===== src/rtl/multicycle_ctrl.sv =====
// multicycle_ctrl: control FSM sequencing a shared multicycle RV32I datapath.
module multicycle_ctrl #(
    parameter int WAIT_LIMIT = 0,
    parameter int CNT_W      = 8
) (
    input  logic       clk,
    input  logic       reset,
    input  logic [6:0] op,
    input  logic [2:0] funct3,
    input  logic       funct7b5,
    input  logic       Zero,
    input  logic       mem_ready,
    output logic       PCWrite,
    output logic       AdrSrc,
    output logic       MemRead,
    output logic       MemWrite,
    output logic       IRWrite,
    output logic       RegWrite,
    output logic [1:0] ResultSrc,
    output logic [1:0] ALUSrcA,
    output logic [1:0] ALUSrcB,
    output logic [2:0] ALUControl,
    output logic [2:0] ImmSrc,
    output logic       retire,
    output logic       trap,
    output logic       trap_cause
);
    typedef enum logic [3:0] {
        FETCH, DECODE, MEMADR, MEMREAD, MEMWB, MEMWRITE,
        EXECR, EXECI, ALUWB, BRANCH, JAL, TRAP
    } state_t;

    state_t           state, state_n;
    logic [CNT_W-1:0] cnt;
    logic             waiting, timeout, alu_ok, br_ok;
    logic [2:0]       alu_ctl;

    assign waiting = state inside {FETCH, MEMREAD, MEMWRITE};
    // The limit-th idle cycle traps unless mem_ready arrives in that same cycle.
    assign timeout = WAIT_LIMIT != 0 && waiting && !mem_ready && cnt == CNT_W'(WAIT_LIMIT - 1);
    assign alu_ok  = funct3 inside {3'b000, 3'b010, 3'b110, 3'b111};
    assign br_ok   = funct3[2:1] == 2'b00;
    assign alu_ctl = funct3 == 3'b010 ? 3'b101 :
                     funct3 == 3'b110 ? 3'b011 :
                     funct3 == 3'b111 ? 3'b010 :
                     {2'b00, state == EXECR && funct7b5 && funct3 == 3'b000};
    assign trap    = state == TRAP;

    always_ff @(posedge clk or negedge reset) begin
        if (!reset) begin
            state      <= FETCH;
            cnt        <= '0;
            trap_cause <= 1'b0;
        end else begin
            state      <= state_n;
            cnt        <= (waiting && state_n == state) ? cnt + 1'b1 : '0;
            trap_cause <= (state != TRAP && state_n == TRAP) ? timeout : trap_cause;
        end
    end

    always_comb begin
        state_n = state;
        case (state)
            FETCH:    state_n = mem_ready ? DECODE : timeout ? TRAP : FETCH;
            DECODE:   state_n = (op == 7'b0000011 || op == 7'b0100011) ? MEMADR :
                                op == 7'b0110011 ? EXECR :
                                op == 7'b0010011 ? EXECI :
                                op == 7'b1100011 ? BRANCH :
                                op == 7'b1101111 ? JAL : TRAP;
            MEMADR:   state_n = op[5] ? MEMWRITE : MEMREAD;
            MEMREAD:  state_n = mem_ready ? MEMWB : timeout ? TRAP : MEMREAD;
            MEMWB:    state_n = FETCH;
            MEMWRITE: state_n = mem_ready ? FETCH : timeout ? TRAP : MEMWRITE;
            EXECR,
            EXECI:    state_n = alu_ok ? ALUWB : TRAP;
            ALUWB:    state_n = FETCH;
            BRANCH:   state_n = br_ok ? FETCH : TRAP;
            JAL:      state_n = ALUWB;
            default:  state_n = TRAP;
        endcase
    end

    always_comb begin
        PCWrite    = 1'b0;
        AdrSrc     = 1'b0;
        MemRead    = 1'b0;
        MemWrite   = 1'b0;
        IRWrite    = 1'b0;
        RegWrite   = 1'b0;
        ResultSrc  = 2'b00;
        ALUSrcA    = 2'b00;
        ALUSrcB    = 2'b00;
        ALUControl = 3'b000;
        ImmSrc     = 3'b000;
        retire     = 1'b0;
        case (state)
            FETCH: begin
                MemRead   = 1'b1;
                ALUSrcB   = 2'b10;
                ResultSrc = 2'b10;
                IRWrite   = mem_ready;
                PCWrite   = mem_ready;
            end
            DECODE: begin
                ALUSrcA = 2'b01;
                ALUSrcB = 2'b01;
                ImmSrc  = 3'b010;
            end
            MEMADR: begin
                ALUSrcA = 2'b10;
                ALUSrcB = 2'b01;
                ImmSrc  = op[5] ? 3'b001 : 3'b000;
            end
            MEMREAD: begin
                AdrSrc  = 1'b1;
                MemRead = 1'b1;
            end
            MEMWB: begin
                ResultSrc = 2'b01;
                RegWrite  = 1'b1;
                retire    = 1'b1;
            end
            MEMWRITE: begin
                AdrSrc   = 1'b1;
                MemWrite = 1'b1;
                retire   = mem_ready;
            end
            EXECR: begin
                ALUSrcA    = 2'b10;
                ALUControl = alu_ctl;
            end
            EXECI: begin
                ALUSrcA    = 2'b10;
                ALUSrcB    = 2'b01;
                ALUControl = alu_ctl;
            end
            ALUWB: begin
                RegWrite = 1'b1;
                retire   = 1'b1;
            end
            BRANCH: begin
                ALUSrcA    = 2'b10;
                ALUControl = 3'b001;
                PCWrite    = br_ok && (Zero ^ funct3[0]);
                retire     = br_ok;
            end
            JAL: begin
                ALUSrcA = 2'b01;
                ALUSrcB = 2'b10;
                PCWrite = 1'b1;
            end
            default: ;
        endcase
        if (!reset) {PCWrite, IRWrite, RegWrite, MemRead, MemWrite, retire} = '0;
    end
endmodule


===== config.mk =====
export PLATFORM = sky130hd
export DESIGN_NAME = multicycle_ctrl
export DESIGN_NICKNAME = d
export VERILOG_FILES = /design/src/rtl/multicycle_ctrl.sv
export SDC_FILE = /design/constraint.sdc
export NUM_CORES = 1
export LEC_CHECK = 0
export CAP_MARGIN = 30
export CORE_MARGIN = 8
export CORE_UTILIZATION = 42
export CTS_BUF_LIST = sky130_fd_sc_hd__clkbuf_4
export DETAILED_ROUTE_END_ITERATION = 7
export GPL_ROUTABILITY_DRIVEN = 0
export PLACE_DENSITY = 0.95
export SLEW_MARGIN = 20
export SYNTH_ARGS = -nofsm -noshare
export SYNTH_HDL_FRONTEND = slang
export SYNTH_SLANG_ARGS = --single-unit

===== constraint.sdc =====
create_clock -name clk -period 3.15 [get_ports clk]
set_input_delay 0.63 -clock clk [delete_from_list [all_inputs] [get_ports clk]]
set_output_delay 0.63 -clock clk [all_outputs]
set_load 0.01 [all_outputs]

# Yosys cells after proc, flatten, opt, wreduce, memory -nomap -nowiden
# Cells that the tools add are included.
# Widths: inputs -> output; s select.
word_totals:
  reg_bits: 4
  out_inout_bits: 21
classes:
  reduce_logical: 16
  n_eq_ne: 20
  muxes: 34
  bitwise: 1
ops:
  columns: ["cell", "count"]
  rows:
  - ["$pmux 4 s9", 1]
  - ["$eq 4x3->1 const B", 4]
  - ["$eq 4x4->1 const B", 4]
  - ["$mux 4", 4]
  - ["$pmux 2 s2", 4]
  - ["$eq 7x6->1 const B", 2]
  - ["$eq 7x7->1 const B", 2]
  - ["$mux 1", 14]
  - ["$mux 3", 4]
  - ["$reduce_or 2->1", 6]
  - ["$eq 4x2->1 const B", 2]
  - ["$mux 2", 4]
  - ["$eq 7x2->1 const B", 1]
  - ["$eq 7x5->1 const B", 1]
  - ["$eq 3x3->1 const B", 2]
  - ["$pmux 1 s3", 2]
  - ["$pmux 3 s2", 1]
  - ["$eq 4x1->1 const B", 1]
  - ["$logic_not 4->1", 1]
  - ["$reduce_bool 4->1", 1]
  - ["$reduce_or 4->1", 1]
  - ["$eq 3x2->1 const B", 1]
  - ["$logic_and 1x1->1", 3]
  - ["$logic_not 3->1", 1]
  - ["4 further kinds", 4]

# Logic depth before layout (Yosys ltp)
# Gate-level depths: netlist of the first run.
depth:
  ltp_word: 7
  depth_mapped: 5
  ltp_nobuf: 4

# Worst setup path before layout of the first run
# Ideal clock, no wire load.
synth_path:
  kind: "input port to output port"
  from: "input funct3[1]"
  to: "output PCWrite"
  path_buffers: 0
  required_ps: 2520
  path_slack_ps: 1164
  t_arrival_ps: 1356
  path_stages: 2
  cell_sequence: "or4_1 > a21boi_1"
synth_via:
  elab_chain_len: 4
synth_rtl:
  columns: ["item", "line_no", "source"]
  rows:
  - ["start: declaration", "9", "input logic [2:0] funct3,"]
  - ["$logic_not 2->1", "42", "assign br_ok = funct3[2:1] == 2'b00;"]
  - ["$logic_and 1x1->1", "144", "PCWrite = br_ok && (Zero ^ funct3[0]);"]
  - ["$pmux 1 s3", "96", "case (state)"]
  - ["$mux 1", "154", "if (!reset) {PCWrite, IRWrite, RegWrite, MemRead, MemWrite, retire} = '0;"]
  - ["end: declaration", "13", "output logic PCWrite,"]
# No other way between the ends.

# Worst setup path after layout of the first run
layout_path:
  from: "input funct3[0]"
  to: "output PCWrite"
layout_via:
  elab_chain_len: 4
layout_rtl:
  columns: ["item", "line_no"]
  rows:
  - ["$xor 1x1->1", "144"]
  - ["$logic_and 1x1->1", "144"]
  - ["$pmux 1 s3", "96"]
  - ["$mux 1", "154"]
# No other way between the ends.

==> results of run 1 <==
[area by class of cell]
cell class / instances / area, um2 / area share [%]
Clock buffer: 3 / 22.5 / 2.25
Inverter: 3 / 11.3 / 1.12
Multi-Input combinational cell: 82 / 480 / 47.9
Sequential cell: 4 / 100 / 9.99
Tap cell: 16 / 20.0 / 2.00
Timing Repair Buffer: 38 / 368 / 36.7
[power groups by stage]
stage                     Clock [mW]  Combinational [mW]  Sequential, mW
after CTS                     0.0672               0.693           0.107
after floorplan                    0               0.408           0.102
after global routing          0.0711               0.746           0.110
final                         0.0667               0.689           0.108
after global placement             0               0.668           0.106
after detailed placement           0               0.689           0.108
[logic make-up (layout without fill, tap and decap cells)]
logic type / Yosys count / count (layout) / share of synthesized area, %
compound gates: 24 / 24 / 24.6
xor+xnor: 3 / 3 / 4.20
buf+inv: 10 / 44 / 7.80
flops: 4 / 4 / 16.0
mux: 2 / 2 / 3.40
other cells: 1 / 2 / 0.599
simple gates: 51 / 51 / 43.4
[how the worst min path moves through the flow]
stage,startpoint,end,slack (ns),cells past startpoint
floorplan,reset,state[0],0.33,0
global placement,state[0],state[3],0.66,2
detailed placement,state[0],state[3],0.68,2
CTS,reset,state[2],0.67,1
global route,reset,state[1],0.70,1
finish,reset,state[3],0.66,1
[Yosys cell counts (all sizes together) (2+ instances only)]
library cell  count  share of area (%)
nand2            14                8.8
nor2             10                6.0
o21ai             9                7.2
and3              6                6.0
a21oi             5                4.0
buf               5                4.8
dfrtp             4                 16
inv               3                1.8
nand2b            3                3.0
nor3              3                2.4
or3               3                3.0
and2b             2                2.6
clkbuf            2                1.2
nand3b            2                2.4
nor2b             2                2.4
nor4              2                2.0
xnor2             2                2.8
[layer usage]
| metal | vias to the layer above | wire length, um | GRT usage (%) |
|---|---|---|---|
| met1 | 377 | 819 | 15.1 |
| met2 | 32 | 1030 | 26.2 |
| met5 | - | 0 | 0 |
| met4 | 0 | 36 | 6.56 |
| li1 | 407 | - | - |
| met3 | 5 | 175 | 3.26 |
[worst reg2reg max path, stage by stage, from the launching register on]
cell and delay [ns]:
dfrtp_1 0.68, inv_2 0.12, nor2_1 0.28, a211oi_1 0.17, a211o_1 0.30
[layout by cell type (no fill, tap or decap), drive strengths merged]
cell / count
a211o: 1
a211oi: 1
a21boi: 1
a21o: 1
a21oi: 5
a311o: 1
a31o: 1
a32o: 1
and2b: 2
and3: 6
and4: 1
buf: 5
clkbuf: 3
clkdlybuf4s50: 33
conb: 2
dfrtp: 4
inv: 3
mux2: 1
mux2i: 1
nand2: 14
nand2b: 3
nand3: 1
nand3b: 2
nor2: 10
nor2b: 2
nor3: 3
nor4: 2
nor4b: 1
o211a: 1
o21ai: 9
o22ai: 1
o31ai: 1
or3: 3
or4: 1
xnor2: 2
xor2: 1
==> summary.txt, run 1 <==
outcome: complete, no violations
Max FO, Critical Path: 4
Max Clock Freq: 0.337 GHz
Rel. slew slack: 61.4%
critical path arrival: 2.34 ns
post-DP HPWL: 1650 um
Seq cells post-synth: 4
initial antenna violation count: 0
Overall Global Routing Usage: 14.4%
CTS tree: done
post-layout util: 68.9%
synthesized area: 626 um2
vias in the first global route: 770
crit share post-route: 94.3%
Final Hold Fails: 0
Place WS: 0.162 ns
Core Rows: 14
setup slack after layout: 0.180 ns
Sequential Power Share: 12.5%
Synth async-reset ratio: 100%
fin crit period: 2.97 ns
Reg2Reg Setup Slack: 1.48 ns
Post-Synthesis Cells: 95
combinational share of power: 79.8%
Top delay family on crit path: buffers and inverters
layout cells sized above 1: 9.23%
die area: 0.00298 mm2
WHS: 0.659 ns
setup tns final: 0 ns
DR WL/cell: 14.1 um
setup bufs post-CTS: 0
DRT Pass-1 Iters: 4
Core ar.: 0.00145 mm2
drt total wl: 2060 um
Area Growth Syn to Fin: 60.2%
CTS Buffer Depth: 2
Design Area, Final: 0.00100 mm2
synth unique cells: 41
Most flops, register: state
# DRC: 0
sw frac: 45.8%
H-tree Lvls: 1
Final Skew: 0.00117 ns
drt first-iter violations: 9
worst-margin pin slew: 0.574 ns
post-cts resize count: 0
LEAKAGE: 0.425 nW
final setup fails: 0
I/O pin total: 36
Pint: 0.469 mW
Reg clk slew, reported paths: 0.04 ns
Routed Antenna Nets: 0
crit path cell chain: clkdlybuf4s50_1 > xnor2_1 > or4_1 > a21boi_1 > clkdlybuf4s50_1
die height: 54.6 um
first-pass GRT wire length: 3310 um
max cap viols: 0
dpl cell area: 980 um2
Critical path origin: funct3[0]
IO buf count: 33
vias after detailed routing: 821
Min-Delay Path Class: primary input to async pin
Initial Util: 43.0%
vias per cell: 5.62
# diodes: 0
Worst VDD drop: 0.449 mV
CP most frequent cell: clkdlybuf4s50_1
PwrDens: 862 mW/mm2
Reg2Reg Capture Point: state[1]
Slew Limit Fails: 0
hold buffer count at CTS: 0
largest net degree at the start of global routing: 21
placed cell count: 143
Ys Warns: 0
syn_area_per_cell: 6.59 um2
RR Startpoint: state[2]
Seq/Total Area, Yosys: 16.0%
CP Depth: 5
CTS Buf Count: 3
Worst Setup End Kind: output port
switching pwr: 0.396 mW
total gr overflow: 0
Root Driver: clkbuf_4
clock latency on the worst-skew pair: 0.24 ns
Buf+Inv Stages, Crit Path: 2
critical path type: primary input to output port
Critical Path RT: 2.52 ns
Non-Filler Instances: 146
Synth Flop Type: dfrtp_1
critical path's slowest cell: clkdlybuf4s50_1
Nets: 147
startpoint types: primary input
number of synthesized flops with an enable pin: 0
Die X-Extent: 54.6 um
CTS Sinks: 4
R2R depth: 4
number of flip-flops in the largest register: 4
RSZ-0062 raised after global routing: false
top flop regs: state: 4 flops
CP endpoint: PCWrite
Clock Power Share: 7.7%
fillers: 128
max incr delay on CP: 0.56 ns
Pwr Total: 0.864 mW
Power figures use the tool's default switching activity.
==> inputs of run 2 (changes only) <==
--- a/config.mk
+++ b/config.mk
@@ -5,6 +5,7 @@
 export SDC_FILE = /design/constraint.sdc
 export NUM_CORES = 1
 export LEC_CHECK = 0
+export ABC_AREA = 1
 export CAP_MARGIN = 30
 export CORE_MARGIN = 8
 export CORE_UTILIZATION = 42
==> run 2 against run 1 <==
Against the previous run:
- sequential share of layout area rose by 0.050 points
- routed wire length rose by 1.7%
- critical endpoint unchanged
- count of clock-buffer cells in the layout did not move
- highest routed layer unchanged
==> summary.txt, run 2 <==
syn_area_per_cell: 5.11 um2
Min-Delay Path Class: primary input to async pin
Area contributors post-synth: nand2_1 (23%), nor2_1 (17%), dfrtp_1 (16%)
RSZ-0062 raised after global routing: false
Sequential Power Share: 34.4%
initial antenna violation count: 0
Seq cells post-synth: 4
vias per cell: 5.11
critical path's slowest cell: clkdlybuf4s50_1
Buf+Inv Stages, Crit Path: 4
Synth top area share: 23.3%
crit share post-route: 88.9%
most common library cells after synthesis: nand2_1 (39), nor2_1 (28), inv_1 (18)
max incr delay on CP: 0.55 ns
setup bufs post-CTS: 0
switching pwr: 0.0357 mW
H-tree Lvls: 1
largest net degree at the start of global routing: 7
total gr overflow: 0
Die X-Extent: 54.7 um
fin crit period: 2.80 ns
Nets: 176
Worst VDD drop: 0.160 mV
critical path arrival: 2.17 ns
drt first-iter violations: 37
Max FO, Critical Path: 4
most frequent cells in the layout: nand2_1 (39), clkdlybuf4s50_1 (33), nor2_1 (28)
LEAKAGE: 0.503 nW
CP most frequent cell: nor2_1
setup tns final: 0 ns
IO buf count: 33
CTS Buffer Depth: 2
max cap viols: 0
Top delay family on crit path: buffers and inverters
Max Clock Freq: 0.357 GHz
drt total wl: 2100 um
Most flops, register: state
die height: 54.7 um
CTS Sinks: 4
number of synthesized flops with an enable pin: 0
final setup fails: 0
Initial Util: 43.2%
Core ar.: 0.00145 mm2
Pint: 0.114 mW
most numerous cell in the Yosys netlist: nand2_1
Overall Global Routing Usage: 14.0%
clock latency on the worst-skew pair: 0.23 ns
synth unique cells: 21
number of flip-flops in the largest register: 4
Worst Setup End Kind: output port
hold buffer count at CTS: 0
Synth async-reset ratio: 100%
outcome: complete, no violations
placed cell count: 172
# DRC: 0
layout cells sized above 1: 8.81%
Core Rows: 14
Root Driver: clkbuf_4
PwrDens: 151 mW/mm2
startpoint types: primary input
CTS tree: done
I/O pin total: 36
Critical Path RT: 2.52 ns
die area: 0.00299 mm2
synthesized area: 628 um2
post-DP HPWL: 1770 um
Reg clk slew, reported paths: 0.04 ns
critical path type: primary input to output port
Post-Synthesis Cells: 123
vias in the first global route: 789
most common cell after layout, fill and taps aside: nand2_1
# diodes: 0
Synth Flop Type: dfrtp_1
Routed Antenna Nets: 0
Area Growth Syn to Fin: 58.8%
DRT Pass-1 Iters: 5
crit path cell chain: clkdlybuf4s50_1 > inv_1 > nand2_1 > inv_1 > nand2_1 > nor2_1 > nor2_1 > nor2_1 > clkdlybuf4s50_1
Non-Filler Instances: 175
DR WL/cell: 12.0 um
Final Hold Fails: 0
first-pass GRT wire length: 3170 um
CTS Buf Count: 3
Final Skew: 0.00516 ns
Seq/Total Area, Yosys: 15.9%
Yosys top cell by area: nand2_1
sw frac: 23.8%
top flop regs: state: 4 flops
Clock Power Share: 41.3%
vias after detailed routing: 894
post-cts resize count: 0
combinational share of power: 24.2%
Slew Limit Fails: 0
Ys Warns: 0
## run 2: cell types whose count changed after synthesis, sizes merged, moves of 2 or more
cell    previous run  this run
a21oi              5         3
and2b              2         0
and3               6         0
buf                5         2
clkbuf             2         0
inv                3        20
nand2             14        41
nand2b             3         0
nand3              1         8
nor2              10        33
nor2b              2         0
nor3               3         1
o21ai              9         4
or3                3         0
## run 2: path summary, 6_finish.rpt
kind	slack [ns]	end	cells past startpoint	start
worst max-delay path	0.35	PCWrite	9	funct3[2]
worst min-delay path	0.72	state[3]	2	reset
worst max register to register	1.91	state[0]	7	state[2]
worst min register to register	0.78	state[3]	5	state[1]
max in group asynchronous	2.32	state[0]	2	reset
min in group clk	0.78	state[3]	5	state[1]
## run 2: layout make-up
type | instances | area, um2
repair buffers | 34 | 338
fillers | 129 | 457
flip-flops and latches | 4 | 100
clock buffers | 3 | 22.5
well taps | 16 | 20.0
multi-input cells | 98 | 442
inverters | 20 | 75.1
## run 2: through the flow
step / utilization (%) / total power [mW] / hold slack (ns) / setup slack [ns] / cell area, um2
6_report: 68.6 / 0.150 / 0.725 / 0.348 / 997
5_1_grt: 68.6 / 0.157 / 0.736 / 0.234 / 997
4_1_cts: 68.6 / 0.150 / 0.722 / 0.340 / 997
3_5_place_dp: 67.0 / 0.0885 / 0.764 / 0.348 / 975
3_3_place_gp: 67.0 / 0.0875 / 0.741 / 0.391 / 975
2_1_floorplan: - / 0.0656 / 0.334 / 1.33 / 632
## run 2: power groups by stage
stage	registers (mW)	clock network (mW)	logic [mW]
final	0.0517	0.0620	0.0364
after global routing	0.0517	0.0647	0.0402
after CTS	0.0517	0.0622	0.0364
after detailed placement	0.0523	0	0.0362
after global placement	0.0523	0	0.0352
after floorplan	0.0523	0	0.0133
## run 2: cell families after synthesis
family	share of synthesized area [%]
DFF	15.9
buffers and inverters	14.3
AOI/OAI and AO/OA	6.77
xor gates and xnor gates	1.39
and+or+nand+nor	61.0
other	0.597
## run 2: routing by layer
| metal | track usage (%) | vias up | part of all wire (%) |
|---|---|---|---|
| met2 | 27.2 | 55 | 52 |
| met5 | 0 | - | 0 |
| met4 | 5.74 | 0 | 0.43 |
| met1 | 13.6 | 391 | 39 |
| met3 | 3.26 | 2 | 9.1 |
| li1 | - | 446 | - |
==> inputs of run 3 (changes only) <==
--- a/config.mk
+++ b/config.mk
@@ -13,7 +13,6 @@
 export DETAILED_ROUTE_END_ITERATION = 7
 export GPL_ROUTABILITY_DRIVEN = 0
 export PLACE_DENSITY = 0.95
-export SLEW_MARGIN = 20
 export SYNTH_ARGS = -nofsm -noshare
 export SYNTH_HDL_FRONTEND = slang
 export SYNTH_SLANG_ARGS = --single-unit
==> results of run 3 <==
Same layout as run 2: the final DEF is identical, and so are final timing and power.
